## src/rtl/uart_tx_cfg.sv

```systemverilog
// Configurable UART transmitter with a small write FIFO in front of the serializer.
// Frames are start, DATA_BITS data bits LSB first, optional parity, and STOP_BITS stop bits.
module uart_tx_cfg #(
  parameter int DATA_BITS    = 8,
  parameter int PARITY       = 0,
  parameter int STOP_BITS    = 1,
  parameter int CLKS_PER_BIT = 1,
  parameter int FIFO_DEPTH   = 4
) (
  input  logic                                i_uart_clk,
  input  logic                                i_reset,
  input  logic [7:0]                          i_data,
  input  logic                                i_data_w,
  input  logic                                i_ovf_clr,
  output logic                                o_uart_tx,
  output logic                                o_full,
  output logic                                o_empty,
  output logic [$clog2(FIFO_DEPTH+1)-1:0]     o_count,
  output logic                                o_busy,
  output logic                                o_overflow
);

  localparam int CW = $clog2(FIFO_DEPTH + 1);
  localparam int PW = $clog2(FIFO_DEPTH);
  localparam int TW = (CLKS_PER_BIT > 1) ? $clog2(CLKS_PER_BIT) : 1;
  localparam logic [TW-1:0] TIMER_RELOAD = TW'(CLKS_PER_BIT - 1);
  localparam logic [2:0]    LAST_DATA    = 3'(DATA_BITS - 1);
  localparam logic [2:0]    LAST_STOP    = 3'(STOP_BITS - 1);
  localparam logic [7:0]    DATA_MASK    = 8'((1 << DATA_BITS) - 1);
  localparam logic [CW-1:0] DEPTH_C      = CW'(FIFO_DEPTH);

  typedef enum logic [2:0] {
    ST_IDLE,
    ST_START,
    ST_DATA,
    ST_PARITY,
    ST_STOP
  } state_t;

  logic [7:0]    mem [FIFO_DEPTH];
  logic [PW-1:0] wr_ptr    = '0;
  logic [PW-1:0] rd_ptr    = '0;
  logic [CW-1:0] count     = '0;
  logic          overflow  = 1'b0;

  state_t        state     = ST_IDLE;
  logic [TW-1:0] bit_timer = '0;
  logic [2:0]    bit_cnt   = '0;
  logic [7:0]    shreg     = '0;
  logic          par_bit   = 1'b0;
  logic          tx        = 1'b1;
  logic          busy      = 1'b0;

  logic       full;
  logic       empty;
  logic       push;
  logic       drop;
  logic       bit_done;
  logic       frame_end;
  logic       pop;
  logic [7:0] head;
  logic       head_par;

  assign full      = (count == DEPTH_C);
  assign empty     = (count == '0);
  // A full FIFO refuses writes even when the serializer pops on the same edge.
  assign push      = i_data_w && !full;
  assign drop      = i_data_w && full;
  assign bit_done  = (bit_timer == '0);
  assign frame_end = (state == ST_STOP) && bit_done && (bit_cnt == LAST_STOP);
  assign pop       = !empty && ((state == ST_IDLE) || frame_end);
  assign head      = mem[rd_ptr];
  assign head_par  = (PARITY == 1) ? ~(^(head & DATA_MASK)) : ^(head & DATA_MASK);

  always_ff @(posedge i_uart_clk) begin
    if (i_reset) begin
      wr_ptr   <= '0;
      rd_ptr   <= '0;
      count    <= '0;
      overflow <= 1'b0;
    end else begin
      if (push) begin
        mem[wr_ptr] <= i_data;
        wr_ptr      <= wr_ptr + PW'(1);
      end
      if (pop) begin
        rd_ptr <= rd_ptr + PW'(1);
      end
      if (push && !pop) begin
        count <= count + CW'(1);
      end else if (pop && !push) begin
        count <= count - CW'(1);
      end
      // A dropped write wins over a clear on the same edge.
      if (drop) begin
        overflow <= 1'b1;
      end else if (i_ovf_clr) begin
        overflow <= 1'b0;
      end
    end
  end

  // Serializer: the line value for the next bit is registered at each bit boundary.
  always_ff @(posedge i_uart_clk) begin
    if (i_reset) begin
      state     <= ST_IDLE;
      tx        <= 1'b1;
      busy      <= 1'b0;
      bit_timer <= '0;
      bit_cnt   <= '0;
      shreg     <= '0;
      par_bit   <= 1'b0;
    end else begin
      case (state)
        ST_IDLE: begin
          tx <= 1'b1;
          if (!empty) begin
            state     <= ST_START;
            busy      <= 1'b1;
            tx        <= 1'b0;
            shreg     <= head;
            par_bit   <= head_par;
            bit_timer <= TIMER_RELOAD;
          end
        end

        ST_START: begin
          if (bit_done) begin
            state     <= ST_DATA;
            tx        <= shreg[0];
            shreg     <= {1'b0, shreg[7:1]};
            bit_cnt   <= '0;
            bit_timer <= TIMER_RELOAD;
          end else begin
            bit_timer <= bit_timer - TW'(1);
          end
        end

        ST_DATA: begin
          if (bit_done) begin
            bit_timer <= TIMER_RELOAD;
            if (bit_cnt == LAST_DATA) begin
              bit_cnt <= '0;
              if (PARITY != 0) begin
                state <= ST_PARITY;
                tx    <= par_bit;
              end else begin
                state <= ST_STOP;
                tx    <= 1'b1;
              end
            end else begin
              tx      <= shreg[0];
              shreg   <= {1'b0, shreg[7:1]};
              bit_cnt <= bit_cnt + 3'd1;
            end
          end else begin
            bit_timer <= bit_timer - TW'(1);
          end
        end

        ST_PARITY: begin
          if (bit_done) begin
            state     <= ST_STOP;
            tx        <= 1'b1;
            bit_cnt   <= '0;
            bit_timer <= TIMER_RELOAD;
          end else begin
            bit_timer <= bit_timer - TW'(1);
          end
        end

        ST_STOP: begin
          if (bit_done) begin
            bit_timer <= TIMER_RELOAD;
            if (bit_cnt == LAST_STOP) begin
              bit_cnt <= '0;
              // A waiting entry starts its frame immediately, with no idle bit between.
              if (!empty) begin
                state   <= ST_START;
                tx      <= 1'b0;
                shreg   <= head;
                par_bit <= head_par;
              end else begin
                state <= ST_IDLE;
                busy  <= 1'b0;
                tx    <= 1'b1;
              end
            end else begin
              bit_cnt <= bit_cnt + 3'd1;
            end
          end else begin
            bit_timer <= bit_timer - TW'(1);
          end
        end

        default: begin
          state <= ST_IDLE;
          busy  <= 1'b0;
          tx    <= 1'b1;
        end
      endcase
    end
  end

  assign o_uart_tx  = tx;
  assign o_full     = full;
  assign o_empty    = empty;
  assign o_count    = count;
  assign o_busy     = busy;
  assign o_overflow = overflow;

endmodule

```

## config.mk

```make
export PLATFORM = sky130hd
export DESIGN_NAME = uart_tx_cfg
export DESIGN_NICKNAME = d
export VERILOG_FILES = /design/src/rtl/uart_tx_cfg.sv
export SDC_FILE = /design/constraint.sdc
export NUM_CORES = 1
export LEC_CHECK = 0
export ABC_AREA = 1
export CAP_MARGIN = 30
export CORE_MARGIN = 2
export CORE_UTILIZATION = 60
export DETAILED_ROUTE_END_ITERATION = 8
export GPL_TIMING_DRIVEN = 1
export PLACE_DENSITY = 0.83
export SYNTH_ARGS = -nofsm -noshare
export SYNTH_HDL_FRONTEND = slang
export SYNTH_SLANG_ARGS = --single-unit
```

## constraint.sdc

```tcl
create_clock -name i_uart_clk -period 3.4 [get_ports i_uart_clk]
set_input_delay 0.34 -clock i_uart_clk [delete_from_list [all_inputs] [get_ports i_uart_clk]]
set_output_delay 0.34 -clock i_uart_clk [all_outputs]
set_load 0.005 [all_outputs]
```

Word-level counts from Yosys, hierarchy flattened --
Memory sizes are Yosys's and may differ from the RTL's. A register that Yosys moved wholly into a read port is not among the register bits. Index checks and enable logic that the tools add are counted.
Operators by class: add/subtract/negate cells 6, equality and inequality tests 16, muxes and demuxes 47, bitwise operators 2, reductions and logical operators 29
Operator list (number):
- $mux W8 | 6
- $mux W3 | 14
- $pmux W8 S4 | 1
- $mux W1 | 19
- $ne A2 B2 Y1 const B | 9
- $pmux W3 S5 | 1
- $reduce_and A5 Y1 | 2
- $eq A3 B3 Y1 const B | 3
- $logic_not A3 Y1 | 3
- $pmux W3 S3 | 1
- $logic_and A1 B1 Y1 | 7
- $reduce_and A7 Y1 | 1
- $add A3 B1 Y3 const B | 2
- $eq A3 B2 Y1 const B | 2
- $reduce_and A6 Y1 | 1
- $reduce_bool A2 Y1 | 3
- $pmux W1 S5 | 1
- $add A2 B1 Y2 const B | 2
- $logic_not A1 Y1 | 4
- $mux W2 | 2
- $reduce_and A4 Y1 | 1
- $reduce_bool A4 Y1 | 1
- $reduce_or A4 Y1 | 1
- $eq A3 B1 Y1 const B | 1
- 11 further kinds | 12
Storage, ports and cells: bits in registers 25, RAM bits 32, input bits 12, memories kept 1
Memory list:
- mem | depth 4, width 8, rd ports 1, clocked after memory_dff 1, write ports 1, RTL line 40 | logic [7:0] mem [FIFO_DEPTH];

Depth between registers and ports, before layout --
Gate-level depths: netlist (run 1).
depth in word-level cells 8, mapped depth 14, depth with buffers taken out 14

Worst setup path after synthesis (run 1) --
No wires, ideal clock.
path kind register to register, start point reg bit_cnt[0], end point reg count[2] (netlist: o_count[2]), arrival 1917 ps, data required time 3278 ps, path slack 1361 ps, stages on the path, launching flop included 15, period minus slack after synthesis 2039 ps, cell sequence dfxtp_1 inv_1 ha_1 nand2_1 nand2_1 inv_1 nor2_2 inv_1 ha_1 inv_1 fa_1 a21oi_1 o21ai_0 o21ai_0 a21oi_1
On the way: longest elaborated chain between the ends 7, elaborated cells on any way between the ends 9
Ends and longest elaborated chain:
- start, declared | RTL line 48 | logic [2:0] bit_cnt = '0;
- start signal, assigned | RTL line 154 | bit_cnt <= bit_cnt + 3'd1;
- start signal, assigned | RTL line 189 | bit_cnt <= bit_cnt + 3'd1;
- $logic_not A3 Y1 * | RTL line 70 | assign frame_end = (state == ST_STOP) && bit_done && (bit_cnt == LAST_STOP);
- $logic_and A1 B1 Y1 * | RTL line 70
- $logic_or A1 B1 Y1 * | RTL line 71 | assign pop = !empty && ((state == ST_IDLE) || frame_end);
- $logic_and A1 B1 Y1 * | RTL line 71
- $logic_not A1 Y1 | RTL line 89 | if (push && !pop) begin
- $logic_and A1 B1 Y1 | RTL line 89
- $mux W3 or $reduce_bool A2 Y1 (tied branches)
- end signal, assigned | RTL line 90 | count <= count + CW'(1);
- end signal, assigned | RTL line 92 | count <= count - CW'(1);
- end, declared | RTL line 43 | logic [CW-1:0] count = '0;
Every way passes the cells marked *; elsewhere a longest branch is shown, timed or not. A chain may end at the register's enable or synchronous reset.

Worst setup path after layout (run 1) --
Same ends and word-level chain as after synthesis.

==> flow_summary.json, run 1 <==
{
  "end_kind": "register",
  "dp_hpwl_um": 3840,
  "worst_slew_pin_slew_ps": 652,
  "synthMuxAreaShare_pct": 0,
  "rows": 24,
  "place_ws_ps": 857,
  "globalRouteTotalUtil_pct": 24.4,
  "gr-total-overflow": 0,
  "finalPower_mw": 2.70,
  "nNetsFinal": 381,
  "clkSinkCount": 58,
  "hp-start": "bit_cnt[1]",
  "portBuffers": 19,
  "route.detailed.drc": 0,
  "wl_um": 5530,
  "ff2ff_path_depth": 14,
  "synth_top_family_by_area": "simple AND/OR/NAND/NOR gates",
  "synth_edf_count": 32,
  "setup_viol": 0,
  "cts_tree": "yes",
  "leakagePower_nw": 1.52,
  "gp_congestion": 0.852,
  "ys_seq_area_share_pct": 54.1,
  "finalMaxSlewViolations": 0,
  "drt-initial-drc-count": 198,
  "cap_violations": 0,
  "hold_path_end": "bit_cnt[1]",
  "via_count": 2063,
  "cp_max_fo": 4,
  "post-route-worst-setup-slack_ps": 1100,
  "final_cell_area_um2": 3170,
  "final.period_utilization_pct": 67.6,
  "ys_seq_elements": 58,
  "numCtsBuffers": 9,
  "first_global_vias": 2092,
  "cts.hold.buffers_added": 0,
  "critPathKind": "register to register",
  "ctsResizeCount": 0,
  "syn_nets": 359,
  "max-clock-path-buffers": 2,
  "synthFlopType": "edfxtp_1",
  "firstDrtPassIters": 4,
  "synthXorXnorAreaFrac_pct": 0.320,
  "synthAdderAreaFrac_pct": 4.39,
  "fin_setup_tns_ps": 0,
  "hold_viol_final": 0,
  "reg2reg_to": "o_count[2]",
  "crit_required_ps": 3620,
  "power_density_nw_per_um2": 851,
  "status": "completed",
  "vias_per_cell": 4.95,
  "critPathArrivalTime_ps": 2520,
  "max_slew_margin_pct": 56.4,
  "fin_skew_ps": 5.29,
  "cts_htree_levels": 3,
  "syn_to_final_growth_pct": 15.7,
  "coreArea_um2": 4380,
  "postCtsSetupBuffers": 0,
  "insertion_delay_ps": 330,
  "cts-root-buf": "clkbuf_8",
  "syn_area_um2": 2740,
  "hold_depth": 2,
  "synthArstFlopShare_pct": 0,
  "grt_pass1_wl_um": 9360,
  "die_h_um": 71.5,
  "yosys.area_share.simple_pct": 25.7,
  "rsz0062_at_grt": "no",
  "die_area_um2": 5120,
  "initial_utilization_pct": 62.4,
  "fmax_ghz": 0.435,
  "r2r-start": "bit_cnt[0]",
  "ys_warn_count": 0,
  "ir_drop_v": 0.000639,
  "pin_count": 20,
  "synth_compound_area_share_pct": 4.16,
  "place_area_um2": 2950,
  "wire_per_inst_um": 13.3,
  "antenna_found_initial": 0,
  "clkSlewWorstSetupHoldPaths_ps": 60,
  "synth_cell_type_count": 24,
  "period_needed_ps": 2300,
  "r2r_slack_ps": 1100,
  "drive_gt1_share_pct": 7.67,
  "grt_max_degree": 19,
  "die_w_um": 71.5,
  "hold_path.class": "register to register",
  "syn_area_per_cell_um2": 8.10,
  "start_kind": "register",
  "fill_cells": 340,
  "synthCells": 338,
  "ant_nets": 0,
  "fin_hold_ws_ps": 481,
  "n_antenna_cell": 0
}
[area by class of cell]
| type | instances | area, um^2 | share of cell area (%) |
|---|---|---|---|
| clock buffers | 10 | 138 | 4.35 |
| clock inverters | 6 | 80.1 | 2.53 |
| inverters | 70 | 265 | 8.38 |
| multi-input cells | 202 | 947 | 29.9 |
| flip-flops and latches | 58 | 1480 | 46.8 |
| well taps | 52 | 65.1 | 2.05 |
| repair buffers | 19 | 190 | 6.01 |
[worst max-delay path, cell delays in order (launching register included)]
cell	delay (ps)
dfxtp_1	350
inv_1	60
ha_1	190
nand2_1	80
nand2_1	140
inv_1	110
nor2_2	60
inv_1	100
ha_1	160
inv_1	70
fa_1	380
a21oi_1	140
o21ai_0	110
o21ai_0	170
a21oi_1	50
[sequential cells by signal, summed over array words and instances, names as in the netlist, named ones only]
signal,count
bit_cnt,3
shreg,8
mem,32
o_overflow,1
state,3
o_uart_tx,1
o_count,3
rd_ptr,2
o_busy,1
wr_ptr,2
[logic make-up after synthesis]
kind of cell / after synthesis
AOI/OAI and AO/OA: 22
buffers and inverters: 78
adders and majority gates: 9
and+or+nand+nor: 170
xor gates and xnor gates: 1
DFF: 58
[per-stage QoR]
stage / utilization [%] / instances
finish: 72.2 / 417
global route: 72.2 / 417
CTS: 72.2 / 417
detailed placement: 67.3 / 401
global placement: 67.3 / 401
floorplan: - / 338
[worst max-delay path by stage]
stage,from,end,slack [ps],depth (start not counted)
finish,bit_cnt[0],o_count[2],1100,14
global route,bit_cnt[0],o_count[2],880,14
CTS,bit_cnt[0],o_count[2],1090,14
detailed placement,i_reset,mem[0][7],860,4
global placement,i_reset,mem[0][6],930,4
floorplan,bit_cnt[0],o_count[2],1360,14
[layer usage]
layer  GRT usage, %  vias to the layer above  part of all wire [%]  wire length [um]
met1           29.7                      904                    42              2330
met4           12.2                        0                   2.2               124
li1               -                     1078                     -                 -
met2           41.2                       71                    50              2740
met3           5.34                       10                   5.9               329
met5              0                        -                     0                 0
[cell usage in the layout (no fill, tap or decap), drive strengths merged]
cell	count
o21ai	9
edfxtp	32
clkdlybuf4s50	19
bufinv	2
a21oi	13
ha	8
nand3	25
clkinv	5
dfxtp	26
xor2	1
or2	1
inv	69
clkbuf	10
nand2	105
fa	1
nand4	1
nor2	38
[where the power goes]
| group | internal, mW | switching [mW] | leakage, nW | total, mW |
|---|---|---|---|---|
| Sequential | 0.872 | 0.120 | 0.505 | 0.992 |
| Clock | 0.427 | 0.261 | 0.116 | 0.688 |
| Combinational | 0.376 | 0.640 | 0.894 | 1.02 |
| Total | 1.67 | 1.02 | 1.52 | 2.70 |
[synth_stat cells (2+ instances only)]
library cell | n | area share, %
a21oi_1 | 13 | 2.4
buf_2 | 5 | 0.91
clkbuf_1 | 2 | 0.27
dfxtp_1 | 26 | 19
edfxtp_1 | 32 | 35
ha_1 | 8 | 3.7
inv_1 | 64 | 8.8
inv_2 | 4 | 0.55
nand2_1 | 103 | 14
nand2_2 | 2 | 0.46
nand3_1 | 24 | 4.4
nor2_1 | 36 | 4.9
nor2_2 | 2 | 0.46
o21ai_0 | 7 | 1.3
Power figures use the tool's default switching activity.
==> run 2: changes to the inputs <==
--- a/config.mk
+++ b/config.mk
@@ -8,10 +8,10 @@
 export ABC_AREA = 1
 export CAP_MARGIN = 30
 export CORE_MARGIN = 2
-export CORE_UTILIZATION = 60
+export CORE_UTILIZATION = 52
 export DETAILED_ROUTE_END_ITERATION = 8
 export GPL_TIMING_DRIVEN = 1
-export PLACE_DENSITY = 0.83
+export PLACE_DENSITY = 0.77
 export SYNTH_ARGS = -nofsm -noshare
 export SYNTH_HDL_FRONTEND = slang
 export SYNTH_SLANG_ARGS = --single-unit
==> constraint.sdc (replaced) <==
create_clock -name i_uart_clk -period 1.9 [get_ports i_uart_clk]
set_input_delay 0.19 -clock i_uart_clk [delete_from_list [all_inputs] [get_ports i_uart_clk]]
set_output_delay 0.19 -clock i_uart_clk [all_outputs]
set_load 0.005 [all_outputs]
==> flow_summary.json, run 2 (synthesis gave the netlist of run 1 again) <==
{
  "status": "completed",
  "first_global_vias": 2053,
  "final.period_utilization_pct": 99.9,
  "grt_max_degree": 18,
  "start_kind": "register",
  "portBuffers": 19,
  "end_kind": "register",
  "finalMaxSlewViolations": 0,
  "die_h_um": 76.6,
  "critPathArrivalTime_ps": 2120,
  "drt-initial-drc-count": 106,
  "swShare_pct": 39.0,
  "multi_input_area_um2": 1010,
  "cp_max_fo": 4,
  "intPower_mw": 3.12,
  "ant_nets": 0,
  "critPathKind": "register to register",
  "top_register": "mem",
  "ir_drop_v": 0.00101,
  "fmax_ghz": 0.527,
  "final_util_pct": 66.7,
  "fill_cells": 414,
  "finalPower_mw": 5.11,
  "coreArea_um2": 5110,
  "pwr-share-comb_pct": 48.4,
  "top_regs": "mem (32), shreg (8)",
  "firstDrtPassIters": 4,
  "p_seq_share_pct": 33.7,
  "die_area_um2": 5860,
  "layout_common_cells": "100 x nand2_1, 58 x inv_1, 35 x nor2_1",
  "rows": 26,
  "antenna_found_initial": 0,
  "final_cell_area_um2": 3400,
  "cts_htree_levels": 3,
  "drive_gt1_share_pct": 18.0,
  "clkSlewWorstSetupHoldPaths_ps": 70,
  "clockPowerShare_pct": 17.9,
  "syn_to_final_growth_pct": 24.4,
  "initial_utilization_pct": 53.6,
  "n_antenna_cell": 0,
  "gr-total-overflow": 0,
  "max_slew_margin_pct": 77.0,
  "nNetsFinal": 410,
  "grt_pass1_wl_um": 9120,
  "die_w_um": 76.6,
  "fin_skew_ps": 9.70,
  "largest_reg_flops": 32,
  "post-place-cells": 439,
  "power_density_nw_per_um2": 1500,
  "wire_per_inst_um": 12.1,
  "hold_path.class": "input port to register",
  "max-clock-path-buffers": 2,
  "route.detailed.drc": 0,
  "rsz0062_at_grt": "yes",
  "leakagePower_nw": 1.63,
  "worst_slew_pin_slew_ps": 345,
  "hold_viol_final": 0,
  "cts.hold.buffers_added": 0,
  "cts_tree": "yes",
  "cap_violations": 0,
  "hold_depth": 3,
  "vias_per_cell": 4.68,
  "crit_required_ps": 2130,
  "clkSinkCount": 58,
  "globalRouteTotalUtil_pct": 20.5,
  "place_area_um2": 3130,
  "switchingPower_mw": 1.99,
  "dp_hpwl_um": 3680,
  "final_common_cell": "nand2_1",
  "insertion_delay_ps": 340,
  "gp_congestion": 0.838,
  "ff2ff_path_depth": 13,
  "seqCellArea_um2": 1480,
  "wl_um": 5620,
  "post-route-worst-setup-slack_ps": 2.07,
  "numCtsBuffers": 9,
  "fin_cells": 464,
  "cts-root-buf": "clkbuf_8",
  "pin_count": 20,
  "setup_viol": 0,
  "via_count": 2170,
  "period_needed_ps": 1900,
  "place_ws_ps": -65.3
}
run 2: area by class of cell:
cell class,instances,share of cell area (%)
timing repair buffer,48,12.0
clock inverter,4,0.551
sequential,58,43.6
inverter,70,7.79
clock buffer,12,3.97
tap,70,2.57
multi-input combinational,202,29.5
run 2: path summary, 6_finish.rpt:
check	from	to	slack, ps
max	o_count[2]	register	2
min	i_data_w	o_overflow	470
max reg2reg	o_count[2]	register	2
min reg2reg	o_overflow	o_overflow	480
run 2: repair_timing:
item / in CTS / in global routing
pin swaps: 5 / 8
setup endpoints to repair: 2 / 4
resized for setup: 8 / 11
cloned: 0 / 0
buffers inserted: 7 / 2
run 2: critical path, stage by stage (launching register included):
cell,delay (ps)
dfxtp_1,360
inv_2,80
nand2_1,140
nand2_2,100
nor2_4,150
inv_2,70
buf_4,130
buf_4,120
buf_4,110
buf_4,120
buf_4,130
buf_4,130
nand2_1,70
a21oi_1,80
run 2: layer usage:
layer	share of wire (%)	global-route usage [%]	vias up
met2	50	34.6	48
met3	4.2	6.75	5
li1	-	-	1135
met4	1.4	8.73	0
met5	0	0	-
met1	44	23.8	982
run 2: per-stage QoR:
step | TNS (ps) | hold slack [ps]
6_report | 0 | 468
5_1_grt | -190 | 491
4_1_cts | 0 | 451
3_5_place_dp | -115 | 461
3_3_place_gp | 0 | 461
2_1_floorplan | -3.13 | 289
run 2: power by group through the flow:
stage / Clock (mW) / Combinational, mW / Sequential (mW)
5_1_grt: 0.989 / 2.76 / 1.75
4_1_cts: 0.932 / 2.28 / 1.72
2_1_floorplan: 0 / 1.44 / 1.70
6_report: 0.914 / 2.47 / 1.72
3_5_place_dp: 0 / 2.08 / 1.74
3_3_place_gp: 0 / 1.99 / 1.73
==> run 3: changes to the inputs <==
--- a/config.mk
+++ b/config.mk
@@ -7,7 +7,7 @@
 export LEC_CHECK = 0
 export ABC_AREA = 1
 export CAP_MARGIN = 30
-export CORE_MARGIN = 2
+export CORE_MARGIN = 1
 export CORE_UTILIZATION = 52
 export DETAILED_ROUTE_END_ITERATION = 8
 export GPL_TIMING_DRIVEN = 1
==> flow_summary.json, run 3 (synthesis gave the netlist of run 1 again) <==
{
  "fmax_ghz": 0.522,
  "cts_htree_levels": 3,
  "final_util_pct": 68.1,
  "die_w_um": 74.6,
  "ir_drop_v": 0.00106,
  "cp_max_fo": 3,
  "final.period_utilization_pct": 101,
  "syn_to_final_growth_pct": 26.3,
  "fill_cells": 409,
  "rows": 26,
  "gp_congestion": 0.815,
  "numCtsBuffers": 9,
  "critPathArrivalTime_ps": 2140,
  "globalRouteTotalUtil_pct": 22.2,
  "die_h_um": 74.6,
  "layout_common_cells": "101 x nand2_1, 59 x inv_1, 35 x nor2_1",
  "top_register": "mem",
  "path_delay_family": "adder cells",
  "cts-root-buf": "clkbuf_8",
  "violations": "setup timing",
  "max_slew_margin_pct": 78.6,
  "route.detailed.drc": 0,
  "wire_per_inst_um": 11.9,
  "path_buf_inv": 2,
  "max-clock-path-buffers": 2,
  "crit_slowest_cell": "fa_2",
  "fin_skew_ps": 5.92,
  "r2r_slack_ps": -20,
  "cp_cell_sequence": "nor2_4, nand2_1, nand2_1, nor2_2, inv_2, ha_4, inv_2, fa_2, a21oi_2, o21ai_2, o21ai_1, a21oi_1",
  "largest_reg_flops": 32,
  "grt_max_degree": 18,
  "firstDrtPassIters": 4,
  "first_global_vias": 2035,
  "slowest_delay_ps": 370,
  "worst_slew_pin_slew_ps": 320,
  "rsz0062_at_grt": "yes",
  "wl_um": 5460,
  "power_density_nw_per_um2": 1610,
  "coreArea_um2": 5070,
  "pin_count": 20,
  "ff2ff_path_depth": 12,
  "critPathKind": "register to register",
  "grt_pass1_wl_um": 8830,
  "portBuffers": 19,
  "drive_gt1_share_pct": 16.3,
  "crit_required_ps": 2120,
  "initial_utilization_pct": 53.9,
  "n_antenna_cell": 0,
  "period_needed_ps": 1920,
  "finalMaxSlewViolations": 0,
  "clkSlewWorstSetupHoldPaths_ps": 60,
  "start_kind": "register",
  "insertion_delay_ps": 330,
  "via_count": 2134,
  "dp_hpwl_um": 3580,
  "top_regs": "mem (32), shreg (8)",
  "antenna_found_initial": 0,
  "ant_nets": 0,
  "hold_viol_final": 0,
  "hold_path.class": "input port to register",
  "post-route-worst-setup-slack_ps": -16.7,
  "finalPower_mw": 5.56,
  "cap_violations": 0,
  "nNetsFinal": 403,
  "status": "finished with violations",
  "hold_depth": 3,
  "die_area_um2": 5560,
  "end_kind": "register",
  "gr-total-overflow": 0,
  "leakagePower_nw": 1.65,
  "final_common_cell": "nand2_1",
  "clkSinkCount": 58,
  "drt-initial-drc-count": 126,
  "cp.depth": 12,
  "vias_per_cell": 4.67,
  "cts_tree": "yes",
  "setup_viol": 1
}
==> run 3: repair_timing <==
action,in CTS,in global routing
resized for setup,5,9
pin swaps,1,4
hold buffers,0,0
setup buffers,1,1
setup endpoints to repair,2,2
endpoints found under the hold margin,0,0
==> run 3: per-stage QoR <==
stage          instance area, um^2  TNS (ps)  instances  setup slack, ps  hold slack, ps
2_1_floorplan                 2740     -3.13        338            -3.13             289
3_3_place_gp                  3130         0        439             38.2             460
3_5_place_dp                  3130     -38.1        439            -38.1             468
4_1_cts                       3430     -4.32        456            -4.32             441
5_1_grt                       3460      -178        457             -105             476
6_report                      3460     -16.7        457            -16.7             450
==> run 3: tightest hold or removal path: stages <==
cell and delay [ps]:
clkdlybuf4s50_1 420, nand2_1 70, a21oi_1 50
==> run 3: area by class of cell <==
| cell class | instances | area (um^2) | area share [%] |
|---|---|---|---|
| tap | 70 | 87.6 | 2.53 |
| sequential | 58 | 1480 | 42.9 |
| multi-input combinational | 202 | 985 | 28.5 |
| clock buffer | 11 | 131 | 3.80 |
| inverter | 70 | 265 | 7.67 |
| timing repair buffer | 41 | 355 | 10.3 |
| clock inverter | 5 | 150 | 4.34 |
==> run 3: final timing paths <==
path,startpoint,endpoint
max reg2reg,o_count[0],o_count[2]
min reg2reg,o_overflow,o_overflow
min,i_data_w,o_overflow
max,o_count[0],o_count[2]
==> run 3: power by group <==
part | switching, mW | internal [mW]
Clock | 0.471 | 1.14
Sequential | 0.153 | 1.56
Combinational | 1.30 | 0.937
==> run 3: routing by layer <==
metal / global-route usage (%) / wire (um) / vias to the layer above
li1: - / - / 1117
met1: 25.5 / 2520 / 980
met2: 37.9 / 2690 / 27
met3: 6.50 / 139 / 10
met4: 10.5 / 113 / 0
met5: 0 / 0 / -
